## config.mk

```make
export PLATFORM = sky130hd
export DESIGN_NAME = truth_table_sequencer_flat
export DESIGN_NICKNAME = d
export VERILOG_FILES = /design/src/rtl/truth_table_sequencer_pkg.sv /design/src/rtl/truth_table_sequencer_if.sv /design/src/rtl/truth_table_sequencer_settle_cnt.sv /design/src/rtl/truth_table_sequencer.sv /design/src/flat_wrapper.sv
export SDC_FILE = /design/constraint.sdc
export NUM_CORES = 1
export LEC_CHECK = 0
export CAP_MARGIN = 20
export CORE_MARGIN = 4
export CORE_UTILIZATION = 30
export CTS_CLUSTER_SIZE = 30
export DETAILED_ROUTE_END_ITERATION = 12
export GPL_TIMING_DRIVEN = 0
export HOLD_SLACK_MARGIN = 0.05
export SYNTH_ARGS = -nofsm -noshare
export SYNTH_HDL_FRONTEND = slang
export SYNTH_HIERARCHICAL = 1
export SYNTH_SLANG_ARGS = --single-unit
```

## constraint.sdc

```tcl
create_clock -name clk -period 1.2 [get_ports clk]
set_input_delay 0.24 -clock clk [delete_from_list [all_inputs] [get_ports clk]]
set_output_delay 0.24 -clock clk [all_outputs]
set_load 0.01 [all_outputs]
```

## src/rtl/truth_table_sequencer_pkg.sv

```systemverilog
// tt_seq_pkg: shared state encoding and settle-counter width for the truth table sequencer
package tt_seq_pkg;
  typedef enum logic [1:0] {
    IDLE   = 2'd0,
    WAIT   = 2'd1,
    SAMPLE = 2'd2,
    FINISH = 2'd3
  } state_t;
  localparam int CNT_W = 4;
endpackage

```

## src/rtl/truth_table_sequencer_if.sv

```systemverilog
// truth_table_sequencer_if: control, golden table and circuit-side signals of the sequencer
interface truth_table_sequencer_if #(parameter int N_IN = 2);
  logic                  start;
  logic [2**N_IN-1:0]    expected;
  logic                  dut_out;
  logic [N_IN-1:0]       dut_in;
  logic                  busy;
  logic                  done;
  logic [2**N_IN-1:0]    tt;
  logic                  pass;
  logic [N_IN-1:0]       fail_idx;
  modport master (output start, expected, dut_out, input dut_in, busy, done, tt, pass, fail_idx);
  modport slave (input start, expected, dut_out, output dut_in, busy, done, tt, pass, fail_idx);
endinterface

```

## src/rtl/truth_table_sequencer_settle_cnt.sv

```systemverilog
// tt_settle_cnt: settle-delay counter with clear, enable and terminal count at SETTLE-1
import tt_seq_pkg::*;
module tt_settle_cnt #(
  parameter int SETTLE = 1
) (
  input  logic             clk,
  input  logic             rst,
  input  logic             clr,
  input  logic             en,
  output logic [CNT_W-1:0] cnt,
  output logic             tc
);
  // clear wins over enable so a new vector always starts counting from zero
  always_ff @(posedge clk or posedge rst)
    if (rst) cnt <= '0;
    else if (clr) cnt <= '0;
    else if (en) cnt <= cnt + 1'b1;
  assign tc = cnt == CNT_W'(SETTLE - 1);
endmodule

```

## src/rtl/truth_table_sequencer.sv

```systemverilog
// truth_table_sequencer: sweeps all input vectors, captures and checks the truth table (TT_STOP_ON_MISMATCH_EN ends on first mismatch)
import tt_seq_pkg::*;
module truth_table_sequencer #(
  parameter int N_IN   = 2,
  parameter int SETTLE = 1
) (
  input logic                   clk,
  input logic                   rst,
  truth_table_sequencer_if.slave bus
);
  localparam int W = 2**N_IN;
  state_t           state;
  logic [W-1:0]     exp_q;
  logic [N_IN:0]    idx;
  logic             mis;
  logic [CNT_W-1:0] cnt;
  logic             tc;
  logic             clr;
  logic             en;
  logic             hit;
  logic             last;
  assign clr  = (state == IDLE && bus.start) || state == SAMPLE;
  assign en   = state == WAIT;
  assign hit  = bus.dut_out != exp_q[idx[N_IN-1:0]] && !mis;
  assign last = idx == (N_IN+1)'(W - 1);
  tt_settle_cnt #(.SETTLE(SETTLE)) u_cnt (
    .clk (clk),
    .rst (rst),
    .clr (clr),
    .en  (en),
    .cnt (cnt),
    .tc  (tc)
  );
  // sweep FSM with capture, first-mismatch tracking and registered status outputs
  always_ff @(posedge clk or posedge rst)
    if (rst) begin
      state        <= IDLE;
      exp_q        <= '0;
      idx          <= '0;
      mis          <= 1'b0;
      bus.dut_in   <= '0;
      bus.busy     <= 1'b0;
      bus.done     <= 1'b0;
      bus.tt       <= '0;
      bus.pass     <= 1'b0;
      bus.fail_idx <= '0;
    end else begin
      bus.done <= state == FINISH;
      unique case (state)
        IDLE:
          if (bus.start) begin
            exp_q        <= bus.expected;
            bus.tt       <= '0;
            bus.fail_idx <= '0;
            bus.pass     <= 1'b0;
            mis          <= 1'b0;
            idx          <= '0;
            bus.dut_in   <= '0;
            bus.busy     <= 1'b1;
            state        <= WAIT;
          end
        WAIT:
          if (tc) state <= SAMPLE;
        SAMPLE: begin
          bus.tt[idx[N_IN-1:0]] <= bus.dut_out;
          if (hit) begin
            mis          <= 1'b1;
            bus.fail_idx <= idx[N_IN-1:0];
          end
`ifdef TT_STOP_ON_MISMATCH_EN
          if (last || hit) state <= FINISH;
`else
          if (last) state <= FINISH;
`endif
          else begin
            idx        <= idx + 1'b1;
            bus.dut_in <= N_IN'(idx + 1'b1);
            state      <= WAIT;
          end
        end
        FINISH: begin
          bus.pass <= !mis;
          bus.busy <= 1'b0;
          state    <= IDLE;
        end
      endcase
    end
endmodule

```

## src/flat_wrapper.sv

```systemverilog
// flat-port wrapper written by rule: the top's interface ports become plain ports
module truth_table_sequencer_flat 
#(
  parameter int N_IN   = 2,
  parameter int SETTLE = 1
)
  (clk, rst, bus_start, bus_expected, bus_dut_out, bus_dut_in, bus_busy, bus_done, bus_tt, bus_pass, bus_fail_idx);
  truth_table_sequencer_if #(.N_IN(N_IN)) bus_i ();
  input logic clk;
  input logic rst;
  input wire logic [$bits(bus_i.start)-1:0] bus_start;
  input wire logic [$bits(bus_i.expected)-1:0] bus_expected;
  input wire logic [$bits(bus_i.dut_out)-1:0] bus_dut_out;
  output wire logic [$bits(bus_i.dut_in)-1:0] bus_dut_in;
  output wire logic [$bits(bus_i.busy)-1:0] bus_busy;
  output wire logic [$bits(bus_i.done)-1:0] bus_done;
  output wire logic [$bits(bus_i.tt)-1:0] bus_tt;
  output wire logic [$bits(bus_i.pass)-1:0] bus_pass;
  output wire logic [$bits(bus_i.fail_idx)-1:0] bus_fail_idx;
  assign bus_i.start = bus_start;
  assign bus_i.expected = bus_expected;
  assign bus_i.dut_out = bus_dut_out;
  assign bus_dut_in = bus_i.dut_in;
  assign bus_busy = bus_i.busy;
  assign bus_done = bus_i.done;
  assign bus_tt = bus_i.tt;
  assign bus_pass = bus_i.pass;
  assign bus_fail_idx = bus_i.fail_idx;
  truth_table_sequencer #(.N_IN(N_IN), .SETTLE(SETTLE)) u_core (.clk(clk), .rst(rst), .bus(bus_i));
endmodule
```

==> results of run 1 <==
-- critical path: cells and delay by family, from the launching register on --
kind / cells / cell delay (ns)
buffers and inverters: 1 / 0.14
multiplexers: 3 / 0.63
AO/OA/AOI/OAI: 1 / 0.13
flip-flops: 1 / 0.38
-- routing by layer --
layer	vias up	part of all wire
li1	475	-
met1	470	0.42
met2	21	0.53
met3	4	0.042
met4	0	0.0081
met5	-	0
-- repair_timing --
| item | 4_1_cts | 5_1_grt |
|---|---|---|
| pin swaps | 6 | 8 |
| setup buffers | 18 | 11 |
| endpoints found under the setup margin | 26 | 28 |
| resized for setup | 37 | 21 |
| endpoints found under the hold margin | 0 | 0 |
-- kinds of logic after synthesis --
logic type / Yosys count / share of synthesized area
muxes: 14 / 0.126
adders and majority gates: 7 / 0.0737
DFF: 23 / 0.484
and+or+nand+nor: 32 / 0.137
AOI/OAI and AO/OA: 19 / 0.105
buffers and inverters: 14 / 0.0516
xor gates and xnor gates: 3 / 0.0221
-- per-stage QoR --
stage          std cells  power [mW]
2_1_floorplan        112        2.46
3_3_place_gp         178        2.92
3_5_place_dp         178        2.98
4_1_cts              200        3.98
5_1_grt              209        4.65
6_report             209        4.34
-- power groups by stage --
stage / Combinational, mW / Clock, mW / Sequential (mW)
6_report: 2.60 / 0.468 / 1.28
3_3_place_gp: 1.60 / 0 / 1.32
4_1_cts: 2.22 / 0.498 / 1.27
2_1_floorplan: 1.13 / 0 / 1.33
5_1_grt: 2.81 / 0.517 / 1.32
3_5_place_dp: 1.63 / 0 / 1.35
-- cells in the mapped netlist, drive strengths merged --
| cell | n |
|---|---|
| nand3b | 1 |
| mux2i | 9 |
| inv | 11 |
| dfrtp | 23 |
| o21bai | 1 |
| nand2 | 15 |
| a21oi | 3 |
| nand4 | 1 |
| nor3 | 3 |
| o22ai | 3 |
| buf | 3 |
| xnor2 | 3 |
| o21ai | 7 |
| o211ai | 1 |
| mux2 | 5 |
| nand3 | 1 |
| ha | 7 |
| a21bo | 1 |
| a22o | 1 |
| nor3b | 2 |
| a22oi | 1 |
| a32o | 1 |
| nor2b | 3 |
| nor2 | 6 |
-- sequential cells by signal, summed over array words and instances (netlist names) --
signal and flops:
u_core/bus.done 1, u_core/u_cnt/cnt 4, u_core/bus.busy 1, u_core/state 2, u_core/mis 1, u_core/idx 2
u_core/bus.tt 4, u_core/bus.fail_idx 2, u_core/bus.pass 1, u_core/exp_q 4, u_core/bus.dut_in 1
-- path summary, 6_finish.rpt --
kind | startpoint | endpoint | slack (ns)
setup / recovery | u_core/idx[1] | u_core/bus.fail_idx[1] | -0.19
hold / removal | rst | u_core/u_cnt/cnt[3] | 0.19
setup reg to reg | u_core/idx[1] | u_core/bus.fail_idx[1] | -0.19
hold reg to reg | u_core/exp_q[1] | u_core/exp_q[1] | 0.52
max in group asynchronous | rst | u_core/bus.dut_in[0] | 0.26
min in group clk | u_core/exp_q[1] | u_core/exp_q[1] | 0.52
-- area by class of cell --
| cell class | instances | area, sq um |
|---|---|---|
| sequential | 23 | 579 |
| multi-input combinational | 75 | 694 |
| tap | 48 | 60.1 |
| clock inverter | 1 | 5.00 |
| buffer | 2 | 18.8 |
| clock buffer | 3 | 41.3 |
| fill | 331 | 1880 |
| inverter | 11 | 48.8 |
| timing repair buffer | 46 | 418 |
==> out/qor.txt, run 1 <==
=======================================================================================
Half-perimeter wire length of the detailed placement result                     1.74 mm
Number of buffers between clock root and the deepest sink                             2
Nature of the critical path endpoint                                               flop
Number of rows in the core area                                                      22
Run status                                                                 complete, but fails checks
Global routing's busiest layer                                                     met2
Pin count of the biggest net entering global routing                                 20
Worst-margin pin slew                                                          0.736 ns
Leakage dissipation                                                            0.865 nW
Slowest stage delay, CP                                                         0.38 ns
Worst path setup slack after routing                                          -0.192 ns
Psw                                                                             1.61 mW
Total global routing track utilization                                            0.111
Global placer's final weighted congestion                                         0.722
Worst hold slack                                                               0.189 ns
Top cells by area, synth                                                   sky130_fd_sc_hd__dfrtp_1 (48%), sky130_fd_sc_hd__mux2i_1 (7.6%), sky130_fd_sc_hd__ha_1 (7.4%), sky130_fd_sc_hd__nand2_1 (4.7%), sky130_fd_sc_hd__mux2_2 (3.8%)
Combinational cell fraction of total power                                        0.598
Met2 GRT Util                                                                     0.196
Unrepaired setup endpoints after global routing                                    true
Maximum capacitance violations                                                        0
Final setup violation count                                                          14
CTS tree                                                                           done
Clock slew at reported path FFs                                                 0.08 ns
Leftover overflow at the end of global routing                                        0
Clock period minus final worst setup slack                                      1.39 ns
Routed via count                                                                    970
Max-slew headroom at the worst pin                                                0.509
Number of buffers inserted for hold repair after clock tree synthesis                 0
Worst-case reg-to-reg path depth                                                      5
Post-synthesis cell type with the largest combined area                    sky130_fd_sc_hd__dfrtp_1
Type of the setup path with the least slack                                  reg -> reg
Cts bufs inserted                                                                     3
Maximum operating frequency                                                   0.718 GHz
Root Buffer Master                                                         sky130_fd_sc_hd__clkbuf_8
Path category of the worst min-delay check                                  in -> async
Proportion of power drawn by flip-flops and latches                               0.294
Starting Density                                                                  0.318
Pre-Repair DR Iteration Count                                                         4
Vias in the first global route                                                      973
Fin Setup TNS                                                                  -1.49 ns
I/O pin cnt                                                                          19
Post-detailed-route via-to-cell ratio                                              4.64
Routing usage on met3                                                            0.0313
Clk_skew                                                                     0.00762 ns
Number of inserted diodes                                                             0
Netlist Area Pre-Place                                                       1190 sq um
Post-Place Worst Slack                                                        -0.418 ns
Sequential cell area fraction in the yosys report                                 0.484
Violated checks                                                            negative setup slack
Number of violations reported at the end of detailed-routing iteration 0             44
Avg WL per Cell                                                                 13.6 um
Max H-tree Level                                                                      1
Number of buffers inserted by port buffering                                         18
Slowest library cell on the worst path                                     sky130_fd_sc_hd__dfrtp_2
Number of library cell types mapped by synthesis                                     29
Maximum fanout along the worst path                                                   5
Die Area                                                                     5030 sq um
Peak supply drop                                                             0.000836 V
Switching part of the total power                                                 0.370
Area Growth Syn to Fin                                                            56.9%
Commonest cells after routing, fill and taps aside                         sky130_fd_sc_hd__buf_4 (22), sky130_fd_sc_hd__dfrtp_1 (20), sky130_fd_sc_hd__nand2_1 (14)
Global-route wire length before repair                                          4.50 mm
Met1 Use GR                                                                       0.132
Share of total power in the clock network                                         0.108
Area of the placeable core                                                   3740 sq um
Share of the clock period used by the worst path                                   1.16
Number of flip-flops and latches in the synthesized netlist                          23
Die Y-Extent                                                                    70.9 um
Synthesized Nets                                                                    127
Remaining DRCs                                                                        0
Mean instance size in the synthesized netlist                                10.6 sq um
Core occupancy in the finished layout                                             0.498
Power per standard cell area                                               2330 nW/um^2
Most common library cell in the layout ignoring fill and taps              sky130_fd_sc_hd__buf_4
Routed WL                                                                       2.84 mm
Worst endpoint data arrival time                                                1.54 ns
Endpoint required time on the critical path                                     1.35 ns
Category of the worst setup path launch point                                      flop
Remaining number of nets flagged by the antenna check after routing                   0
Antenna violations before repair                                                      0
Number of nets in the layout                                                        177
Clk sinks                                                                            23
Horiz. Die Dim                                                                  70.9 um
Yosys warns                                                                           6
Worst skew pair latency                                                         0.26 ns
Share of layout cells above drive strength 1                                      0.416
Critical path, cell by cell                                                buf_6, mux2i_4, mux2i_1, o211ai_2, mux2i_1
Mapped Cells                                                                        112
Count of endpoints failing hold in the final timing report                            0
Placed Area                                                                  1490 sq um
Total non-filler cell area in the finished layout                            1870 sq um
Int Power                                                                       2.74 mW
Final-report max-slew violation count                                                 0
Most used cell, CP                                                         sky130_fd_sc_hd__mux2i_1
Top cell type's share of synthesized area                                         0.484
=======================================================================================
Power figures use the tool's default switching activity.
==> run 2: changes to the inputs <==
--- a/config.mk
+++ b/config.mk
@@ -12,6 +12,7 @@
 export DETAILED_ROUTE_END_ITERATION = 12
 export GPL_TIMING_DRIVEN = 0
 export HOLD_SLACK_MARGIN = 0.05
+export PLACE_DENSITY = 0.48
 export SYNTH_ARGS = -nofsm -noshare
 export SYNTH_HDL_FRONTEND = slang
 export SYNTH_HIERARCHICAL = 1
==> run 2 against run 1 <==
Compared with the run above:
- the flow still finishes with violations (negative setup slack)
- sequential share of layout area is 0.38 points higher
- maximum frequency up 0.50%
- non-clock buffer count rose by 1
- sequential cell count is the same
- highest routed layer unchanged
==> out/qor.txt, run 2 (synthesized netlist as in run 1, its figures left out) <==
=======================================================================================
Pin count of the biggest net entering global routing                                 20
Leftover overflow at the end of global routing                                        0
Area of the placeable core                                                   3740 sq um
Horiz. Die Dim                                                                  70.9 um
Share of the clock period used by the worst path                                   1.15
Cts bufs inserted                                                                     3
Power per standard cell area                                               2370 nW/um^2
Routed via count                                                                    991
Violated checks                                                            negative setup slack
Starting Density                                                                  0.318
Final setup violation count                                                          16
Run status                                                                 complete, but fails checks
Vias in the first global route                                                      903
CTS tree                                                                           done
Number of buffers inserted for hold repair after clock tree synthesis                 0
Count of filler cells inserted in the layout                                        352
Maximum fanout along the worst path                                                   6
Global-route wire length before repair                                          4.43 mm
Count of placed standard cells including taps                                       178
Number of violations reported at the end of detailed-routing iteration 0             28
Worst-case register-to-register setup slack                                    -0.19 ns
Worst endpoint data arrival time                                                1.54 ns
Most common library cell in the layout ignoring fill and taps              sky130_fd_sc_hd__buf_4
Unrepaired setup endpoints after global routing                                    true
Number of inserted diodes                                                             0
Root Buffer Master                                                         sky130_fd_sc_hd__clkbuf_8
Source of the critical timing path                                         u_core/idx[1]
Count of endpoints failing hold in the final timing report                            0
Core occupancy in the finished layout                                             0.492
Remaining number of nets flagged by the antenna check after routing                   0
Routed WL                                                                       2.78 mm
Leakage dissipation                                                            0.860 nW
Maximum operating frequency                                                   0.722 GHz
Peak supply drop                                                             0.000809 V
Final total power                                                               4.37 mW
Number of buffers between clock root and the deepest sink                             2
I/O pin cnt                                                                          19
Number of buffers inserted by port buffering                                         18
Share of layout cells above drive strength 1                                      0.395
Die Y-Extent                                                                    70.9 um
Total global routing track utilization                                            0.110
Antenna violations before repair                                                      0
Max-slew headroom at the worst pin                                                0.483
Category of the worst setup path launch point                                      flop
Remaining DRCs                                                                        0
Max H-tree Level                                                                      1
Maximum capacitance violations                                                        0
Total non-filler cell area in the finished layout                            1840 sq um
Clk_skew                                                                     0.00376 ns
Worst skew pair latency                                                         0.26 ns
Post-detailed-route via-to-cell ratio                                              4.72
Endpoint required time on the critical path                                     1.35 ns
RR Startpoint                                                              u_core/idx[1]
Placed Area                                                                  1490 sq um
Storage cell area                                                             579 sq um
Commonest cells after routing, fill and taps aside                         sky130_fd_sc_hd__buf_4 (24), sky130_fd_sc_hd__dfrtp_1 (20), sky130_fd_sc_hd__nand2_1 (13)
Half-perimeter wire length of the detailed placement result                     1.73 mm
Die Area                                                                     5030 sq um
Pre-Repair DR Iteration Count                                                         4
Clock period minus final worst setup slack                                      1.39 ns
Clk sinks                                                                            23
Worst-margin pin slew                                                          0.774 ns
Biggest registers after layout                                             u_core/bus.tt (4), u_core/exp_q (4), u_core/u_cnt/cnt (4)
Avg WL per Cell                                                                 13.2 um
Global placer's final weighted congestion                                         0.699
Clock slew at reported path FFs                                                 0.09 ns
Nature of the critical path endpoint                                               flop
Worst path setup slack after routing                                          -0.185 ns
Area used by multi-input combinational logic                                  664 sq um
Count of non-filler cells in the finished layout                                    210
Path category of the worst min-delay check                                  in -> async
Area Growth Syn to Fin                                                            55.1%
Number of nets in the layout                                                        178
Number of rows in the core area                                                      22
Type of the setup path with the least slack                                  reg -> reg
Final-report max-slew violation count                                                 0
=======================================================================================
-- run 2: metal layers --
metal | GRT usage | part of all wire | up-vias
li1 | - | - | 480
met1 | 0.155 | 0.48 | 491
met2 | 0.167 | 0.48 | 18
met3 | 0.0227 | 0.035 | 2
met4 | 0.0376 | 0.0050 | 0
met5 | 0 | 0 | -
-- run 2: final cells by class --
class / count / area share
sequential: 23 / 0.314
buffer: 1 / 0.00611
inverter: 11 / 0.0272
tap: 48 / 0.0326
timing repair buffer: 48 / 0.235
clock buffer: 4 / 0.0244
multi-input combinational: 75 / 0.360
-- run 2: report_power, final --
group          switching, mW  leakage (nW)  internal, mW
combinational           1.10         0.542          1.48
sequential             0.231         0.295          1.05
clock                  0.259        0.0228         0.237
-- run 2: timing repair --
item	4_1_cts	5_1_grt
buffers inserted	13	17
pin swaps	4	3
endpoints found under the setup margin	26	28
resized for setup	28	21
-- run 2: through the flow --
stage / hold slack (ns) / TNS [ns] / setup slack [ns]
6_report: 0.176 / -1.54 / -0.185
3_5_place_dp: 0.467 / -7.35 / -0.451
5_1_grt: 0.207 / -2.46 / -0.264
2_1_floorplan: 0.00608 / -0.363 / -0.0760
3_3_place_gp: 0.461 / -7.04 / -0.423
4_1_cts: 0.181 / -1.41 / -0.190
-- run 2: worst paths after layout --
check                           depth (start not counted)                endpoint
max in group asynchronous                               2         u_core/state[1]
worst min-delay path                                    2     u_core/u_cnt/cnt[0]
worst max-delay path                                    5  u_core/bus.fail_idx[1]
worst min register to register                          2         u_core/bus.busy
worst max register to register                          5  u_core/bus.fail_idx[1]
min in group clk                                        3         u_core/state[0]
-- run 2: worst max-delay path, stage by stage (launching register included) --
cell and delay [ns]:
sky130_fd_sc_hd__dfrtp_2 0.38, sky130_fd_sc_hd__buf_8 0.14, sky130_fd_sc_hd__mux2i_4 0.25, sky130_fd_sc_hd__mux2i_1 0.25, sky130_fd_sc_hd__o211ai_2 0.12, sky130_fd_sc_hd__mux2i_1 0.13
==> run 3: changes to the inputs <==
--- a/config.mk
+++ b/config.mk
@@ -6,13 +6,15 @@
 export NUM_CORES = 1
 export LEC_CHECK = 0
 export CAP_MARGIN = 20
+export CELL_PAD_IN_SITES_DETAIL_PLACEMENT = 2
+export CELL_PAD_IN_SITES_GLOBAL_PLACEMENT = 2
 export CORE_MARGIN = 4
 export CORE_UTILIZATION = 30
 export CTS_CLUSTER_SIZE = 30
 export DETAILED_ROUTE_END_ITERATION = 12
 export GPL_TIMING_DRIVEN = 0
 export HOLD_SLACK_MARGIN = 0.05
-export PLACE_DENSITY = 0.48
+export PLACE_DENSITY = 0.7
 export SYNTH_ARGS = -nofsm -noshare
 export SYNTH_HDL_FRONTEND = slang
 export SYNTH_HIERARCHICAL = 1
==> run 3 against run 2 <==
Compared with the run above:
- core utilization increased by 2.2 points
- count of clock-buffer cells in the layout decreased by 1
- die area unchanged
- critical endpoint unchanged
- clock skew increased by 0.00068 ns
- the run still ends with negative setup slack left
- highest routed layer unchanged
==> out/qor.txt, run 3 (synthesized netlist as in run 1, its figures left out) <==
=======================================================================================
Worst skew pair latency                                                         0.27 ns
Maximum capacitance violations                                                        0
Global placer's final weighted congestion                                         0.746
Max H-tree Level                                                                      1
Cts bufs inserted                                                                     3
Fin Setup TNS                                                                  -2.63 ns
Count of non-filler cells in the finished layout                                    214
Core occupancy in the finished layout                                             0.514
Clock period minus final worst setup slack                                      1.56 ns
Highest metal layer used by the detailed router                                    met4
Routed WL                                                                       4.01 mm
Die Area                                                                     5030 sq um
Global-route wire length before repair                                          5.20 mm
Final-report max-slew violation count                                                 0
Leakage dissipation                                                            0.897 nW
Clk sinks                                                                            23
Clk_skew                                                                     0.00444 ns
Worst-case reg-to-reg path depth                                                      5
Final setup violation count                                                          16
Maximum fanout along the worst path                                                   6
Count of filler cells inserted in the layout                                        397
Number of rows in the core area                                                      22
Biggest registers after layout                                             u_core/bus.tt (4), u_core/exp_q (4), u_core/u_cnt/cnt (4)
Pre-Repair DR Iteration Count                                                         2
Root Buffer Master                                                         sky130_fd_sc_hd__clkbuf_8
Number of buffers between clock root and the deepest sink                             2
Horiz. Die Dim                                                                  70.9 um
Leftover overflow at the end of global routing                                        0
Half-perimeter wire length of the detailed placement result                     2.03 mm
Routed via count                                                                   1041
Number of violations reported at the end of detailed-routing iteration 0             19
Vias in the first global route                                                     1050
Avg WL per Cell                                                                 18.8 um
Remaining number of nets flagged by the antenna check after routing                   0
Unrepaired setup endpoints after global routing                                    true
Worst path setup slack after routing                                          -0.358 ns
Endpoint required time on the critical path                                     1.36 ns
Max-slew headroom at the worst pin                                                0.476
Share of layout cells above drive strength 1                                      0.458
Count of endpoints failing hold in the final timing report                            0
Pin count of the biggest net entering global routing                                 20
Total global routing track utilization                                            0.132
Peak supply drop                                                             0.000928 V
Power per standard cell area                                               2490 nW/um^2
Area of the placeable core                                                   3740 sq um
Worst endpoint data arrival time                                                1.72 ns
Commonest cells after routing, fill and taps aside                         sky130_fd_sc_hd__buf_4 (28), sky130_fd_sc_hd__dfrtp_1 (20), sky130_fd_sc_hd__nand2_1 (13)
Category of the worst setup path launch point                                      flop
Type of the setup path with the least slack                                  reg -> reg
Placed Area                                                                  1490 sq um
Die Y-Extent                                                                    70.9 um
Final total power                                                               4.79 mW
Number of buffers inserted by port buffering                                         18
CTS tree                                                                           done
Remaining DRCs                                                                        0
Worst-margin pin slew                                                          0.786 ns
Maximum operating frequency                                                   0.642 GHz
Post-Place Worst Slack                                                        -0.418 ns
Number of inserted diodes                                                             0
Wire length on met3                                                              101 um
Run status                                                                 complete, but fails checks
Count of placed standard cells including taps                                       178
Most common library cell in the layout ignoring fill and taps              sky130_fd_sc_hd__buf_4
Nature of the critical path endpoint                                               flop
Total non-filler cell area in the finished layout                            1920 sq um
Detailed-routed wire length on met2                                             1.92 mm
Post-detailed-route via-to-cell ratio                                              4.86
Antenna violations before repair                                                      0
Area Growth Syn to Fin                                                            61.9%
Path category of the worst min-delay check                                  in -> async
WL met1                                                                         1.91 mm
Violated checks                                                            negative setup slack
I/O pin cnt                                                                          19
Clock slew at reported path FFs                                                 0.09 ns
Worst hold slack                                                               0.172 ns
Starting Density                                                                  0.318
Number of nets in the layout                                                        182
Share of the clock period used by the worst path                                   1.30
=======================================================================================
run 3: worst paths after layout:
kind	startpoint	end	slack, ns
setup / recovery	u_core/idx[1]	u_core/bus.fail_idx[1]	-0.36
hold reg to reg	u_core/bus.busy	u_core/bus.busy	0.50
setup reg to reg	u_core/idx[1]	u_core/bus.fail_idx[1]	-0.36
min in group clk	u_core/bus.busy	u_core/bus.busy	0.50
hold / removal	rst	u_core/u_cnt/cnt[0]	0.17
max in group asynchronous	rst	u_core/bus.dut_in[0]	0.23
run 3: area by class of cell:
type                    count  area [sq um]  area share
clock inverters             1          5.00     0.00260
multi-input cells          75           699       0.363
inverters                  11          55.1      0.0286
flip-flops and latches     23           579       0.301
well taps                  48          60.1      0.0312
plain buffers               2          18.8     0.00975
repair buffers             51           465       0.242
clock buffers               3          41.3      0.0215
run 3: what timing repair did:
action / in CTS / in global routing
hold buffers: 0 / 0
buffers inserted: 17 / 16
gates resized for setup: 26 / 33
endpoints found under the setup margin: 29 / 28
pin swaps: 3 / 6
run 3: worst max-delay path: stages, from the launching register on:
cell and delay (ns):
sky130_fd_sc_hd__dfrtp_2 0.40, sky130_fd_sc_hd__buf_8 0.15, sky130_fd_sc_hd__mux2i_4 0.26, sky130_fd_sc_hd__mux2i_1 0.32
sky130_fd_sc_hd__o211ai_2 0.17, sky130_fd_sc_hd__mux2i_1 0.15
run 3: power by group:
part	switching (mW)	internal (mW)
Clock	0.284	0.233
Sequential	0.240	1.05
Combinational	1.37	1.61
Total	1.89	2.90
run 3: per-layer routing:
layer	vias to the layer above	global-route usage
met5	-	0
met4	0	0.0501
met3	7	0.0256
met2	19	0.219
met1	527	0.171
li1	488	-
==> patch 1 (config.mk and constraints of run 3) <==
`N_IN` is set to 2 in 3 places; all go to 3.
--- a/src/rtl/truth_table_sequencer_if.sv
+++ b/src/rtl/truth_table_sequencer_if.sv
@@ -1,5 +1,5 @@
 // truth_table_sequencer_if: control, golden table and circuit-side signals of the sequencer
-interface truth_table_sequencer_if #(parameter int N_IN = 2);
+interface truth_table_sequencer_if #(parameter int N_IN = 3);
   logic                  start;
   logic [2**N_IN-1:0]    expected;
   logic                  dut_out;
--- a/src/rtl/truth_table_sequencer.sv
+++ b/src/rtl/truth_table_sequencer.sv
@@ -1,7 +1,7 @@
 // truth_table_sequencer: sweeps all input vectors, captures and checks the truth table (TT_STOP_ON_MISMATCH_EN ends on first mismatch)
 import tt_seq_pkg::*;
 module truth_table_sequencer #(
-  parameter int N_IN   = 2,
+  parameter int N_IN   = 3,
   parameter int SETTLE = 1
 ) (
   input logic                   clk,
--- a/src/flat_wrapper.sv
+++ b/src/flat_wrapper.sv
@@ -1,7 +1,7 @@
 // flat-port wrapper written by rule: the top's interface ports become plain ports
 module truth_table_sequencer_flat 
 #(
-  parameter int N_IN   = 2,
+  parameter int N_IN   = 3,
   parameter int SETTLE = 1
 )
   (clk, rst, bus_start, bus_expected, bus_dut_out, bus_dut_in, bus_busy, bus_done, bus_tt, bus_pass, bus_fail_idx);
Ports: changed (resized bus_dut_in, bus_expected, bus_fail_idx and bus_tt); port bits go from 19 to 29. The function was not compared with the original's and may differ.
==> patch 1 against run 3 <==
The run still ends with negative setup slack left. Sequential cell count up 10. Core utilization fell by 2.2 points. Routed wire length is 41% higher. Critical path type unchanged. Maximum frequency down 16%. Critical path depth did not move. Synthesized area up 34%. Design area grew 30%. Total power up 5.5%. Die area is 30% higher. Worst setup slack lost 0.30 ns. Count of clock-buffer cells in the layout up 5. Global-route usage increased by 3.3 points. First-iteration DRC count rose to 4.2 times the old value.
==> patch 1: results (changes against run 3) <==
\begin{tabular}{lr}
\hline
Metric & Value \\
\hline
\multicolumn{2}{l}{\textbf{Synthesis}} \\
Xor and xnor area share after synthesis & 0.551\% (-1.7 points) \\
Multiplexer area fraction after synthesis & 10.2\% (-2.5 points) \\
Net count of the mapped netlist & 173 (+36\%) \\
Synth Area in Compound Gates & 9.53\% (-1.0 points) \\
\multicolumn{2}{l}{\textbf{Worst setup path}} \\
Delay contributed by the slowest stage of the critical path & 0.53 ns (+0.13 ns) \\
WP data arrival & 2.06 ns (+0.34 ns) \\
Slowest-stage cell, CP & sky130\_fd\_sc\_hd\_\_mux4\_2 \\
\multicolumn{2}{l}{\textbf{CTS}} \\
Clock latency on the worst-skew pair & 0.29 ns (+0.02 ns) \\
Clock transition time at the flip-flop clock pins of the worst setup and hold paths & 0.07 ns (-0.02 ns) \\
\multicolumn{2}{l}{\textbf{Outcome}} \\
Outcome & complete, but fails checks \\
Failing checks & negative setup slack \\
\multicolumn{2}{l}{\textbf{Timing}} \\
Final worst setup slack & -0.656 ns (-0.298 ns) \\
Tightest slew margin relative to the limit & 65.2\% (+18 points) \\
Final setup violation count & 35 (+19) \\
\multicolumn{2}{l}{\textbf{Drt}} \\
Number of violations reported at the end of detailed-routing iteration 0 & 79 (+60) \\
Number of optimization iterations in the first detailed-route pass & 3 (+1) \\
Overall routed net length & 5670 µm (+41\%) \\
\multicolumn{2}{l}{\textbf{Global route}} \\
Maximum number of pins on one net before global-route repair & 21 (+5.0\%) \\
Vias in the first global route & 1574 (+50\%) \\
Overall track demand over capacity in global routing & 16.6\% (+3.3 points) \\
\multicolumn{2}{l}{\textbf{Pwr}} \\
Cell Int Power & 3.08 mW (+6.3\%) \\
Leak Pwr & 1.20 nW (+34\%) \\
\multicolumn{2}{l}{\textbf{Finish}} \\
Biggest registers after layout & u\_core/bus.tt: 8 flops, u\_core/exp\_q: 8 flops, u\_core/u\_cnt/cnt: 4 flops \\
Net count of the finished layout & 230 (+26\%) \\
Filler instances & 542 (+37\%) \\
\multicolumn{2}{l}{\textbf{Place}} \\
Final Wtd Congestion & 0.709 (-5.0\%) \\
I/O Buffers & 28 (+10) \\
\hline
\end{tabular}
## patch 1: cell types whose count changed after synthesis, sizes merged, moves of 3 or more
cell	before	now
mux2i	9	12
ha	7	3
o311ai	0	3
o22ai	3	0
clkbuf	0	4
mux2	5	1
o41ai	0	4
nand2	15	41
dfrtp	23	33
## patch 1: per-layer routing
layer / global-route usage (%) / share of wire, % / vias to the layer above
li1: - / - / 655
met1: 20.1 / 42 / 730
met2: 30.0 / 54 / 22
met3: 2.55 / 2.4 / 11
met4: 5.24 / 1.8 / 0
met5: 0 / 0 / -
## patch 1: metrics by stage
stage          cells  setup WS (ns)  power [mW]  cell area, µm²  TNS (ns)
2_1_floorplan    158         -0.487        2.73            1650     -3.31
5_1_grt          286         -0.724        5.39            2510    -10.29
3_3_place_gp     256         -0.690        3.25            2020    -27.13
3_5_place_dp     257         -0.747        3.37            2050    -15.22
6_report         286         -0.656        5.05            2510     -8.35
4_1_cts          274         -0.603        4.37            2220     -7.27
## patch 1: final cells by class
type                            count  area [µm²]  area share (%)
Buffer                              8        83.8            3.34
Clock buffer                        8        80.1            3.19
Multi-Input combinational cell    106         871            34.7
Timing Repair Buffer               51         522            20.8
Inverter                           10        37.5            1.49
Tap cell                           70        87.6            3.49
Sequential cell                    33         830            33.0
## patch 1: path summary, 6_finish.rpt
kind / cells past startpoint / endpoint / from / slack, ns
max in group asynchronous: 3 / u_core/bus.dut_in[0] / rst / 0.38
hold / removal: 2 / u_core/u_cnt/cnt[0] / rst / 0.17
setup / recovery: 5 / u_core/bus.fail_idx[0] / u_core/bus.dut_in[0] / -0.66
min in group clk: 3 / u_core/exp_q[1] / bus_expected[1] / 0.50
setup reg to reg: 5 / u_core/bus.fail_idx[0] / u_core/bus.dut_in[0] / -0.66
hold reg to reg: 2 / u_core/bus.busy / u_core/bus.busy / 0.50
## patch 1: power groups by stage
stage	Sequential, mW	Clock, mW	Combinational, mW
floorplan	1.71	0	1.03
global placement	1.71	0	1.54
detailed placement	1.75	0	1.62
CTS	1.69	0.840	1.84
global route	1.81	0.903	2.68
finish	1.76	0.817	2.47
## patch 1: repair_timing
item | 4_1_cts | 5_1_grt
buffers inserted | 10 | 10
pin swaps | 2 | 10
resized for setup | 42 | 55
gates cloned | 0 | 2
setup endpoints to repair | 49 | 44
## patch 1: logic make-up (layout without fill, tap and decap cells)
| logic type | count (synthesis) | after routing |
|---|---|---|
| muxes | 14 | 14 |
| DFF | 33 | 33 |
| and+or+nand+nor | 67 | 67 |
| adders and majority gates | 3 | 3 |
| AOI/OAI and AO/OA | 21 | 21 |
| buffers and inverters | 19 | 77 |
| xor gates and xnor gates | 1 | 1 |
==> patch 2 (config.mk and constraints of run 3) <==
Without the edit above. Make the reset (`rst`) synchronous in 2 clocked blocks.
--- a/src/rtl/truth_table_sequencer_settle_cnt.sv
+++ b/src/rtl/truth_table_sequencer_settle_cnt.sv
@@ -11,7 +11,7 @@
   output logic             tc
 );
   // clear wins over enable so a new vector always starts counting from zero
-  always_ff @(posedge clk or posedge rst)
+  always_ff @(posedge clk)
     if (rst) cnt <= '0;
     else if (clr) cnt <= '0;
     else if (en) cnt <= cnt + 1'b1;
--- a/src/rtl/truth_table_sequencer.sv
+++ b/src/rtl/truth_table_sequencer.sv
@@ -32,7 +32,7 @@
     .tc  (tc)
   );
   // sweep FSM with capture, first-mismatch tracking and registered status outputs
-  always_ff @(posedge clk or posedge rst)
+  always_ff @(posedge clk)
     if (rst) begin
       state        <= IDLE;
       exp_q        <= '0;
Function: differs if rst is asserted again (counterexample within 4 cycles, from zero or initial values and one cycle with rst high); with rst held inactive, the same outputs for 10 cycles.
==> patch 2 against run 3 <==
The flow still finishes with violations (negative setup slack). Maximum frequency down 11%. Non-clock buffer count increased by 4. Worst setup slack got worse by 0.18 ns. Critical path depth grew 3. Sequential cell count unchanged. Clock skew is 0.015 ns higher. Design area down 0.13%. Synthesized area is 9.5% lower. Final cell count rose by 3.7%. Routed wire length increased by 35%. Critical path type unchanged. Highest routed layer unchanged.
Power is not compared: it rests on default switching activity, and its combinational part moved more than twofold at a synthesized area within 25%.
==> patch 2: results (changes against run 3) <==
\begin{tabular}{lr}
\hline
Metric & Value \\
\hline
\multicolumn{2}{l}{\textbf{Outcome}} \\
Outcome & complete, but fails checks \\
Failing checks & negative setup slack \\
\multicolumn{2}{l}{\textbf{Global route}} \\
Wire length of the first global-routing pass & 6820 µm (+31\%) \\
Met3 usage in global routing & 2.13\% (-0.42 points) \\
M2 GR Usage & 37.8\% (+16 points) \\
Maximum number of pins on one net before global-route repair & 14 (-30\%) \\
Vias in the first global route & 1233 (+17\%) \\
Met1 usage in global routing & 24.8\% (+7.7 points) \\
\multicolumn{2}{l}{\textbf{Worst setup path}} \\
RR Endpoint & u\_core/idx[1] \\
Number of cell instances on the worst register-to-register path & 8 (+3) \\
WP data arrival & 2.01 ns (+0.29 ns) \\
CP max FO & 3 (-3) \\
Setup crit start & u\_core/bus.dut\_in[0] \\
Critical path's top delay family & simple AND/OR/NAND/NOR gates \\
Slowest-stage cell, CP & sky130\_fd\_sc\_hd\_\_dfxtp\_4 \\
\multicolumn{2}{l}{\textbf{Synthesis}} \\
Flip-flop cell with the highest count after synthesis & sky130\_fd\_sc\_hd\_\_dfxtp\_1 \\
Largest cells by area after synthesis & sky130\_fd\_sc\_hd\_\_dfxtp\_1 (43\%), sky130\_fd\_sc\_hd\_\_ha\_1 (8.1\%), sky130\_fd\_sc\_hd\_\_a21oi\_1 (5.6\%), sky130\_fd\_sc\_hd\_\_nor2\_1 (5.2\%), sky130\_fd\_sc\_hd\_\_nand2\_1 (4.5\%) \\
Fraction of registers with async set or reset after synthesis & 0\% (-100 points) \\
Net count of the mapped netlist & 137 (+7.9\%) \\
Number of distinct library cell variants in the gate-level netlist after synthesis & 32 (+10\%) \\
\multicolumn{2}{l}{\textbf{Worst hold path}} \\
Path type of the worst min-delay path & in2reg \\
\multicolumn{2}{l}{\textbf{Timing}} \\
Final worst setup slack & -0.542 ns (-0.184 ns) \\
Final setup violation count & 18 (+2) \\
Tightest slew margin relative to the limit & 72.0\% (+24 points) \\
\multicolumn{2}{l}{\textbf{Drt}} \\
Number of optimization iterations in the first detailed-route pass & 4 (+2) \\
Via density per instance & 5.22 (+7.3\%) \\
Overall routed net length & 5440 µm (+35\%) \\
Number of violations reported at the end of detailed-routing iteration 0 & 49 (+30) \\
\multicolumn{2}{l}{\textbf{CTS}} \\
Post-CTS setup-driven buffer insertion count & 19 (+2) \\
Clock transition time at the flip-flop clock pins of the worst setup and hold paths & 0.15 ns (+0.06 ns) \\
Clock latency on the worst-skew pair & 0.34 ns (+0.07 ns) \\
Gates resized, CTS repair & 78 (+200\%) \\
\multicolumn{2}{l}{\textbf{Place}} \\
Final Wtd Congestion & 0.698 (-6.4\%) \\
\multicolumn{2}{l}{\textbf{Finish}} \\
Ratio of cells with drive above 1 in the final layout & 60.8\% (+15 points) \\
Net count of the finished layout & 192 (+5.5\%) \\
\hline
\end{tabular}
==> patch 2: per-stage QoR <==
step / hold slack, ns / area (µm²) / utilization [%] / worst slack (ns) / instances
after floorplan: 0.376 / 1120 / - / -0.336 / 122
after global placement: 0.442 / 1360 / 40.1 / -0.729 / 186
after detailed placement: 0.450 / 1360 / 40.1 / -0.774 / 186
after CTS: 0.420 / 1720 / 50.8 / -0.438 / 210
after global routing: 0.455 / 1920 / 56.7 / -0.590 / 222
final: 0.435 / 1920 / 56.7 / -0.542 / 222
==> patch 2: power by group <==
group          internal, mW  switching, mW
combinational         0.257          0.256
sequential            0.788         0.0364
clock                 0.126          0.272
==> patch 2: cells by family (layout without fill, tap and decap cells) <==
logic type | after synthesis | count (layout) | synth area share (%)
XOR/XNOR | 2 | 2 | 1.63
buffers and inverters | 14 | 68 | 5.70
AND/OR/NAND/NOR | 47 | 47 | 21.9
adder cells (fa/ha/maj) | 7 | 7 | 8.14
multiplexers | 3 | 3 | 4.07
AO/OA/AOI/OAI | 26 | 26 | 15.8
flip-flops | 23 | 23 | 42.8
==> patch 2: tightest hold or removal path: stages <==
cell	delay (ns)
sky130_fd_sc_hd__clkdlybuf4s50_1	0.40
sky130_fd_sc_hd__nand2_1	0.06
sky130_fd_sc_hd__a21oi_1	0.05
==> patch 2: final cells by class <==
type	instances	area (µm²)
Clock buffer	3	22.5
Sequential cell	23	488
Multi-Input combinational cell	85	802
Tap cell	46	57.6
Fill cell	328	1470
Inverter	7	43.8
Buffer	5	45.0
Timing Repair Buffer	52	458
Clock inverter	1	5.00
==> patch 2: metal layers <==
layer,vias up,wire [µm]
met5,-,0
met3,9,125
met1,594,2260
met2,19,2950
met4,0,104
li1,537,-
